$ cat src/rtl/fetch_decode_stage.sv
// fetch_decode_stage: IF/ID register with branch decode and flag bypass; define BRANCH_SQUASH_EN to kill the wrong-path word.
module fetch_decode_stage (
  input  logic        clk,
  input  logic        reset,
  input  logic [31:0] instr_in,
  input  logic [63:0] pc_in,
  input  logic        stall,
  input  logic        flush,
  input  logic        rt_zero,
  input  logic [3:0]  alu_flags,
  input  logic        flags_we,
  output logic [31:0] instr_out,
  output logic [63:0] pc_out,
  output logic        valid_out,
  output logic [25:0] imm26,
  output logic [18:0] imm19,
  output logic        uncondBr,
  output logic        brTaken,
  output logic [3:0]  flags
);
  logic [31:0] instr_q, instr_d;
  logic [63:0] pc_q, pc_d;
  logic        valid_q, valid_d;
  logic [3:0]  flags_q, flags_d;
  logic        is_b, is_cbz, is_blt, n_eff, v_eff, kill;
  always_comb begin
    is_b    = instr_q[31:26] == 6'b000101;
    is_cbz  = instr_q[31:24] == 8'hB4;
    is_blt  = instr_q[31:24] == 8'h54 && instr_q[4:0] == 5'h0B;
    n_eff   = flags_we ? alu_flags[3] : flags_q[3];
    v_eff   = flags_we ? alu_flags[0] : flags_q[0];
    brTaken = valid_q & ~stall & (is_b | (is_cbz & rt_zero) | (is_blt & (n_eff != v_eff)));
`ifdef BRANCH_SQUASH_EN
    kill    = brTaken;
`else
    kill    = 1'b0;
`endif
    instr_d = stall ? instr_q : instr_in;
    pc_d    = stall ? pc_q : pc_in;
    valid_d = ~flush & ~kill & (stall ? valid_q : 1'b1);
    flags_d = (flags_we & valid_q) ? alu_flags : flags_q;
  end
  always_ff @(posedge clk) begin
    if (reset) begin
      instr_q <= '0;
      pc_q    <= '0;
      valid_q <= 1'b0;
      flags_q <= '0;
    end else begin
      instr_q <= instr_d;
      pc_q    <= pc_d;
      valid_q <= valid_d;
      flags_q <= flags_d;
    end
  end
  // Offsets are pre-decremented because fetch has already advanced the PC by one word.
  assign imm26     = instr_q[25:0] - 26'd1;
  assign imm19     = instr_q[23:5] - 19'd1;
  assign uncondBr  = is_b;
  assign instr_out = instr_q;
  assign pc_out    = pc_q;
  assign valid_out = valid_q;
  assign flags     = flags_q;
endmodule
$ cat config.mk
export PLATFORM = sky130hd
export DESIGN_NAME = fetch_decode_stage
export DESIGN_NICKNAME = d
export VERILOG_FILES = /design/src/rtl/fetch_decode_stage.sv
export SDC_FILE = /design/constraint.sdc
export NUM_CORES = 1
export LEC_CHECK = 0
export CORE_AREA = 2 2 125 127
export DETAILED_ROUTE_END_ITERATION = 8
export DIE_AREA = 0 0 127 129
export PLACE_DENSITY_LB_ADDON = 0.12
export SYNTH_ARGS = -nofsm -noshare
export SYNTH_HDL_FRONTEND = slang
export SYNTH_SLANG_ARGS = --single-unit
$ cat constraint.sdc
create_clock -name clk -period 3 [get_ports clk]
set_clock_uncertainty 0.2 [all_clocks]
set_input_delay 0.6 -clock clk [delete_from_list [all_inputs] [get_ports clk]]
set_output_delay 0.6 -clock clk [all_outputs]
set_load 0.1 [all_outputs]
==> impl_metrics.ini, run 1 <==
[critical_path]
reg2reg_slack_ns = 1.76
slowest_stage = or4b_4
critPathKind = reg2out
cp_max_fo = 4
endpoint_kind = primary output
crit_buf_inv = 2
required_ns = 2.20
cp.arrival_ns = 2.41
cp_slowest_stage_delay_ns = 0.49
cp.depth = 7
cpLargestDelayFamily = simple AND/OR/NAND/NOR gates
start_kind = register
worstPathCellList = clkinvlp_4 -> ha_4 -> or4b_4 -> nor3_4 -> nor4b_4 -> xor2_4 -> buf_12
worstRegToRegCells = 2

[floorplan]
initial_core_util_pct = 29.76
ios = 254
die_h_um = 129
core_mm2 = 0.01498
die-width_um = 127
placementRows = 45
die_area_mm2 = 0.01638

[route]
wl_per_cell_um = 15.78
avgViaCountPerCell = 4.570
dr.pass1.iters = 5
ant_nets = 0
routed_wl_um = 15010
drt_iter0_drc = 143
drc = 0
dr_total_vias = 4346

[min_path]
hold_class = reg2reg
holdPathStages = 2

[sta]
rsz0062_at_grt = yes
setup_violations = 30
slew_headroom_pct = 54.69
max_freq_mhz = 311.6
final_max_slew_viol_count = 0
fin_ws_ns = -0.2093
period_share_pct = 107.0
worstMarginPinSlew_ns = 0.6796
min_period_ns = 3.209
hold_violations = 0

[cells_and_area]
syn_to_final_growth_pct = 104.7
fin_cells = 951
n_antenna_cell = 0
final_layout_size_suffix_gt1_share_pct = 44.56
final_util_pct = 60.93
nets = 868

[global_route]
grt_pass1_wl_um = 23070
grt_start_max_net_pins = 98
grt_pass1_vias = 4450
antenna_found_initial = 0
gr-total-overflow = 0
track_usage_pct = 17.86

[power_and_ir_drop]
p_clk_share_pct = 23.5
seqPwrFrac_pct = 27.8
combPwrFrac_pct = 48.7
switchingPower_w = 0.002291
peakVddDrop_v = 0.0002677
p_leak_nw = 4.084
power_density_mw_per_mm2 = 586.9
internal-power_w = 0.003064
sw_frac_of_total_pct = 42.78

[synthesis]
ys_seq_elements = 101
yosysUniqueCellTypes = 36
synth_area_leader_cell = dfxtp_1
yosysSeqAreaShare_pct = 45.37
yosys_warnings = 0
syn_area_mm2 = 0.004457
syn_area_per_cell_um2 = 9.626
synth_ff_type = dfxtp_1
syn_inst = 463
synth_edf_count = 0
async_flop_share_pct = 0
synth_top_area_share_pct = 45.37
syn_nets = 573
yosys-top-cells-area = dfxtp_1 (45%), mux2i_1 (22%), nor2_1 (9.3%), xnor2_1 (5.1%), xor2_1 (2.8%)

[cts]
cts_buffers = 9
cts.htree.levels = 3
root_buffer = clkbuf_16
cts.sinks = 101
cts_tree = yes
insertion_delay_ns = 0.34
ctsHoldBuffers = 0
cts_buffer_depth = 2
clk_pin_slew_worst_paths_ns = 0.07

[run_status]
failed_checks = negative setup slack
status = complete, but fails checks

[placement]
gp_congestion = 0.7847
dp_hpwl_um = 11400
dp_cells = 906
portBuffers = 253

[flow_run]
maxCapViolCount = 0
## flip-flops by register name, summed over array words and instances, names as in the netlist
name       cells
flags          4
instr_out     32
pc_out        64
valid_out      1
## synth_stat cells, types with 2 or more instances
master / number
clkbuf_1: 14
mux2i_1: 96
ha_1: 4
buf_2: 6
buf_1: 6
nand3_1: 10
a21oi_1: 5
a211oi_1: 2
nor3_1: 4
buf_6: 2
xor2_1: 14
nand4_1: 2
nand3b_1: 2
nor2_1: 111
or4_4: 4
nor4_1: 2
nor3_2: 2
inv_1: 7
dfxtp_1: 101
or4_1: 3
nand2_1: 23
or4b_1: 2
buf_4: 2
o31ai_1: 2
xnor2_1: 26
## per-stage QoR
stage / worst slack [ns] / hold WS, ns / total power, W / instance area, um2 / TNS, ns
2_1_floorplan: -0.8257 / 0.4735 / 0.003235 / 5320 / -18.19
3_3_place_gp: 0.03664 / 0.2470 / 0.003990 / 8323 / 0
3_5_place_dp: -0.003743 / 0.2591 / 0.004008 / 8323 / -0.003743
4_1_cts: -0.2630 / 0.2702 / 0.005347 / 8940 / -3.957
5_1_grt: -0.3368 / 0.2848 / 0.005547 / 9125 / -5.780
6_report: -0.2093 / 0.2651 / 0.005355 / 9125 / -3.147
## worst min-delay path, cell delays in order, from the launching register on
cell     delay [ns]
dfxtp_1        0.32
nand2_1        0.05
a21oi_1        0.05
## final timing paths
| path | from | end |
|---|---|---|
| max | instr_out[0] | imm26[16] |
| min | flags[2] | flags[2] |
| max reg2reg | instr_out[21] | instr_out[21] |
| min reg2reg | flags[2] | flags[2] |
## layout make-up
| cell class | instances | area (um2) |
|---|---|---|
| fill | 1224 | 5852 |
| timing repair buffer | 314 | 3231 |
| multi-input combinational | 325 | 3218 |
| sequential | 101 | 2074 |
| clock buffer | 12 | 267.8 |
| tap | 188 | 235.2 |
| clock inverter | 4 | 61.31 |
| inverter | 7 | 37.54 |
## cells by family after synthesis
group | count (synthesis) | synth area share (%)
DFF | 101 | 45.37
and+or+nand+nor | 174 | 18.67
muxes | 96 | 21.56
adders and majority gates | 4 | 1.123
buffers and inverters | 37 | 3.790
xor gates and xnor gates | 40 | 7.861
AOI/OAI and AO/OA | 11 | 1.628
## cell usage in the layout, fill, tap and decap left out, types with 4 or more instances in the layout
cell             instances
clkbuf_16               10
mux2i_1                 96
nand2_2                  6
dfxtp_1                 77
nor2_1                 106
nand3_4                  5
dfxtp_4                  9
nand2_4                  5
nand2_1                 12
a21oi_1                  5
buf_6                   14
clkdlybuf4s50_1        103
xor2_4                  12
or4_4                    6
buf_12                  45
nand3_1                  4
nor3_4                   4
xnor2_4                 22
dfxtp_2                 15
buf_4                  152
## layer usage
layer | wire (um) | GRT usage, % | vias up
met3 | 1232 | 6.112 | 19
li1 | - | - | 2137
met2 | 7946 | 32.19 | 163
met5 | 0 | 0 | -
met1 | 5531 | 19.30 | 2027
met4 | 300 | 7.111 | 0
## power groups by stage
stage	sequential, W	clock [W]	combinational [W]
after CTS	0.00149	0.00130	0.00256
after global placement	0.00151	0	0.00248
after global routing	0.00150	0.00135	0.00269
after floorplan	0.00208	0	0.00115
final	0.00149	0.00126	0.00261
after detailed placement	0.00152	0	0.00249
## timing repair
action	CTS	global route
setup buffers	18	12
resized for setup	34	23
setup endpoints to repair	33	33
pin swaps	20	13
hold endpoints to repair	0	0
Power figures use the tool's default switching activity.
==> run 2: changes to the inputs <==
- SKIP_LAST_GASP: default -> 1
- SLEW_MARGIN: default -> 25
==> impl_metrics.ini, run 2 (synthesized netlist as in run 1, its figures left out) <==
[power_and_ir_drop]
peakVddDrop_v = 0.0002680
p_leak_nw = 4.102
power_density_mw_per_mm2 = 586.2

[global_route]
antenna_found_initial = 0
grt_pass1_wl_um = 23150
grt_start_max_net_pins = 98
grt_pass1_vias = 4449
track_usage_pct = 17.99
gr-total-overflow = 0

[cts]
insertion_delay_ns = 0.34
root_buffer = clkbuf_16
cts.sinks = 101
cts_tree = yes
clk_pin_slew_worst_paths_ns = 0.07
cts_buffer_depth = 2
cts.htree.levels = 3
cts_buffers = 9

[min_path]
worst_hold_path.endpoint = flags[2]
holdPathStages = 2
min_from = flags[2]
hold_class = reg2reg

[floorplan]
placementRows = 45
die-width_um = 127
die_h_um = 129
ios = 254
die_area_mm2 = 0.01638
initial_core_util_pct = 29.76
core_mm2 = 0.01498

[route]
wl_per_cell_um = 16.08
routed_wl_um = 15370
drc = 0
avgViaCountPerCell = 4.571
ant_nets = 0
dr.pass1.iters = 6
dr_total_vias = 4370
drt_iter0_drc = 130

[cells_and_area]
fillers = 1217
largest_reg_flops = 64
final_layout_size_suffix_gt1_share_pct = 44.79
layout_commonest_cell = buf_4
n_antenna_cell = 0
final_cell_mix = buf_4 (158), nor2_1 (107), clkdlybuf4s50_1 (103)
syn_to_final_growth_pct = 105.8
nets = 873

[critical_path]
reg2reg_slack_ns = 1.77
endpoint_kind = primary output
worstRegToRegCells = 4
cp_max_fo = 4
critPathKind = reg2out
required_ns = 2.20
start_kind = register
timing.rr.start = instr_out[13]
r2r_end = instr_out[13]
cp.arrival_ns = 2.40

[sta]
holdWs_ns = 0.2665
finalSetupTns_ns = -3.870
hold_violations = 0
worstMarginPinSlew_ns = 0.6696
slew_headroom_pct = 55.36
min_period_ns = 3.204
rsz0062_at_grt = yes
max_freq_mhz = 312.1
fin_ws_ns = -0.2037
period_share_pct = 106.8
final_max_slew_viol_count = 0
setup_violations = 33

[run_status]
status = complete, but fails checks
failed_checks = negative setup slack

[placement]
portBuffers = 253
dp_hpwl_um = 11400
gp_congestion = 0.7847

[flow_run]
maxCapViolCount = 0
==> run 2: how the worst max path moves through the flow <==
stage                      start        end  slack, ns  cells after the start
detailed placement  instr_out[6]  imm26[15]     -0.004                      8
CTS                 instr_out[0]  imm26[16]      -0.26                      7
global placement    instr_out[6]  imm26[15]       0.04                      8
global route        instr_out[0]  imm26[16]      -0.32                      7
floorplan           instr_out[5]  imm26[25]      -0.83                      7
finish              instr_out[0]  imm26[16]      -0.20                      7
==> run 2: cell type report <==
cell class | count | area (um2) | area share, %
timing repair buffer | 319 | 3273 | 35.68
multi-input combinational | 325 | 3221 | 35.11
sequential | 101 | 2074 | 22.62
clock buffer | 12 | 267.8 | 2.919
tap | 188 | 235.2 | 2.564
clock inverter | 4 | 61.31 | 0.6684
inverter | 7 | 40.04 | 0.4365
==> run 2: what timing repair did <==
action | 4_1_cts | 5_1_grt
endpoints found under the setup margin | 33 | 33
resized for setup | 30 | 25
pin swaps | 20 | 18
hold buffers | 0 | 0
setup buffers | 18 | 17
==> run 2: report_power, final <==
| part | internal [W] | leakage [nW] | total, W | switching [W] |
|---|---|---|---|---|
| Combinational | 0.000921 | 3.10 | 0.00263 | 0.00171 |
| Sequential | 0.00142 | 0.845 | 0.00149 | 0.0000691 |
| Clock | 0.000734 | 0.162 | 0.00126 | 0.000526 |
| Total | 0.00307 | 4.10 | 0.00538 | 0.00230 |
==> run 2: per-layer routing <==
metal / routed length (um) / share of wire, % / track usage, %
met1: 5695 / 37 / 19.43
met5: 0 / 0 / 0
met2: 8108 / 53 / 32.48
met4: 317 / 2.1 / 7.111
met3: 1253 / 8.2 / 6.154
==> run 2: critical path, stage by stage, from the launching register on <==
cell and delay (ns):
dfxtp_4 0.36, clkinvlp_4 0.09, ha_4 0.13, or4b_4 0.48, nor3_4 0.22, nor4b_4 0.38
xor2_4 0.20, buf_12 0.19
==> run 2: per-stage QoR <==
| step | total power (W) | util, % | instances | worst slack (ns) | area [um2] |
|---|---|---|---|---|---|
| 2_1_floorplan | 0.003235 | - | 463 | -0.8257 | 5320 |
| 4_1_cts | 0.005342 | 59.57 | 940 | -0.2630 | 8921 |
| 6_report | 0.005377 | 61.24 | 956 | -0.2037 | 9173 |
| 3_5_place_dp | 0.004008 | 55.57 | 906 | -0.003743 | 8323 |
| 5_1_grt | 0.005567 | 61.24 | 956 | -0.3150 | 9173 |
| 3_3_place_gp | 0.003990 | 55.57 | 906 | 0.03664 | 8323 |
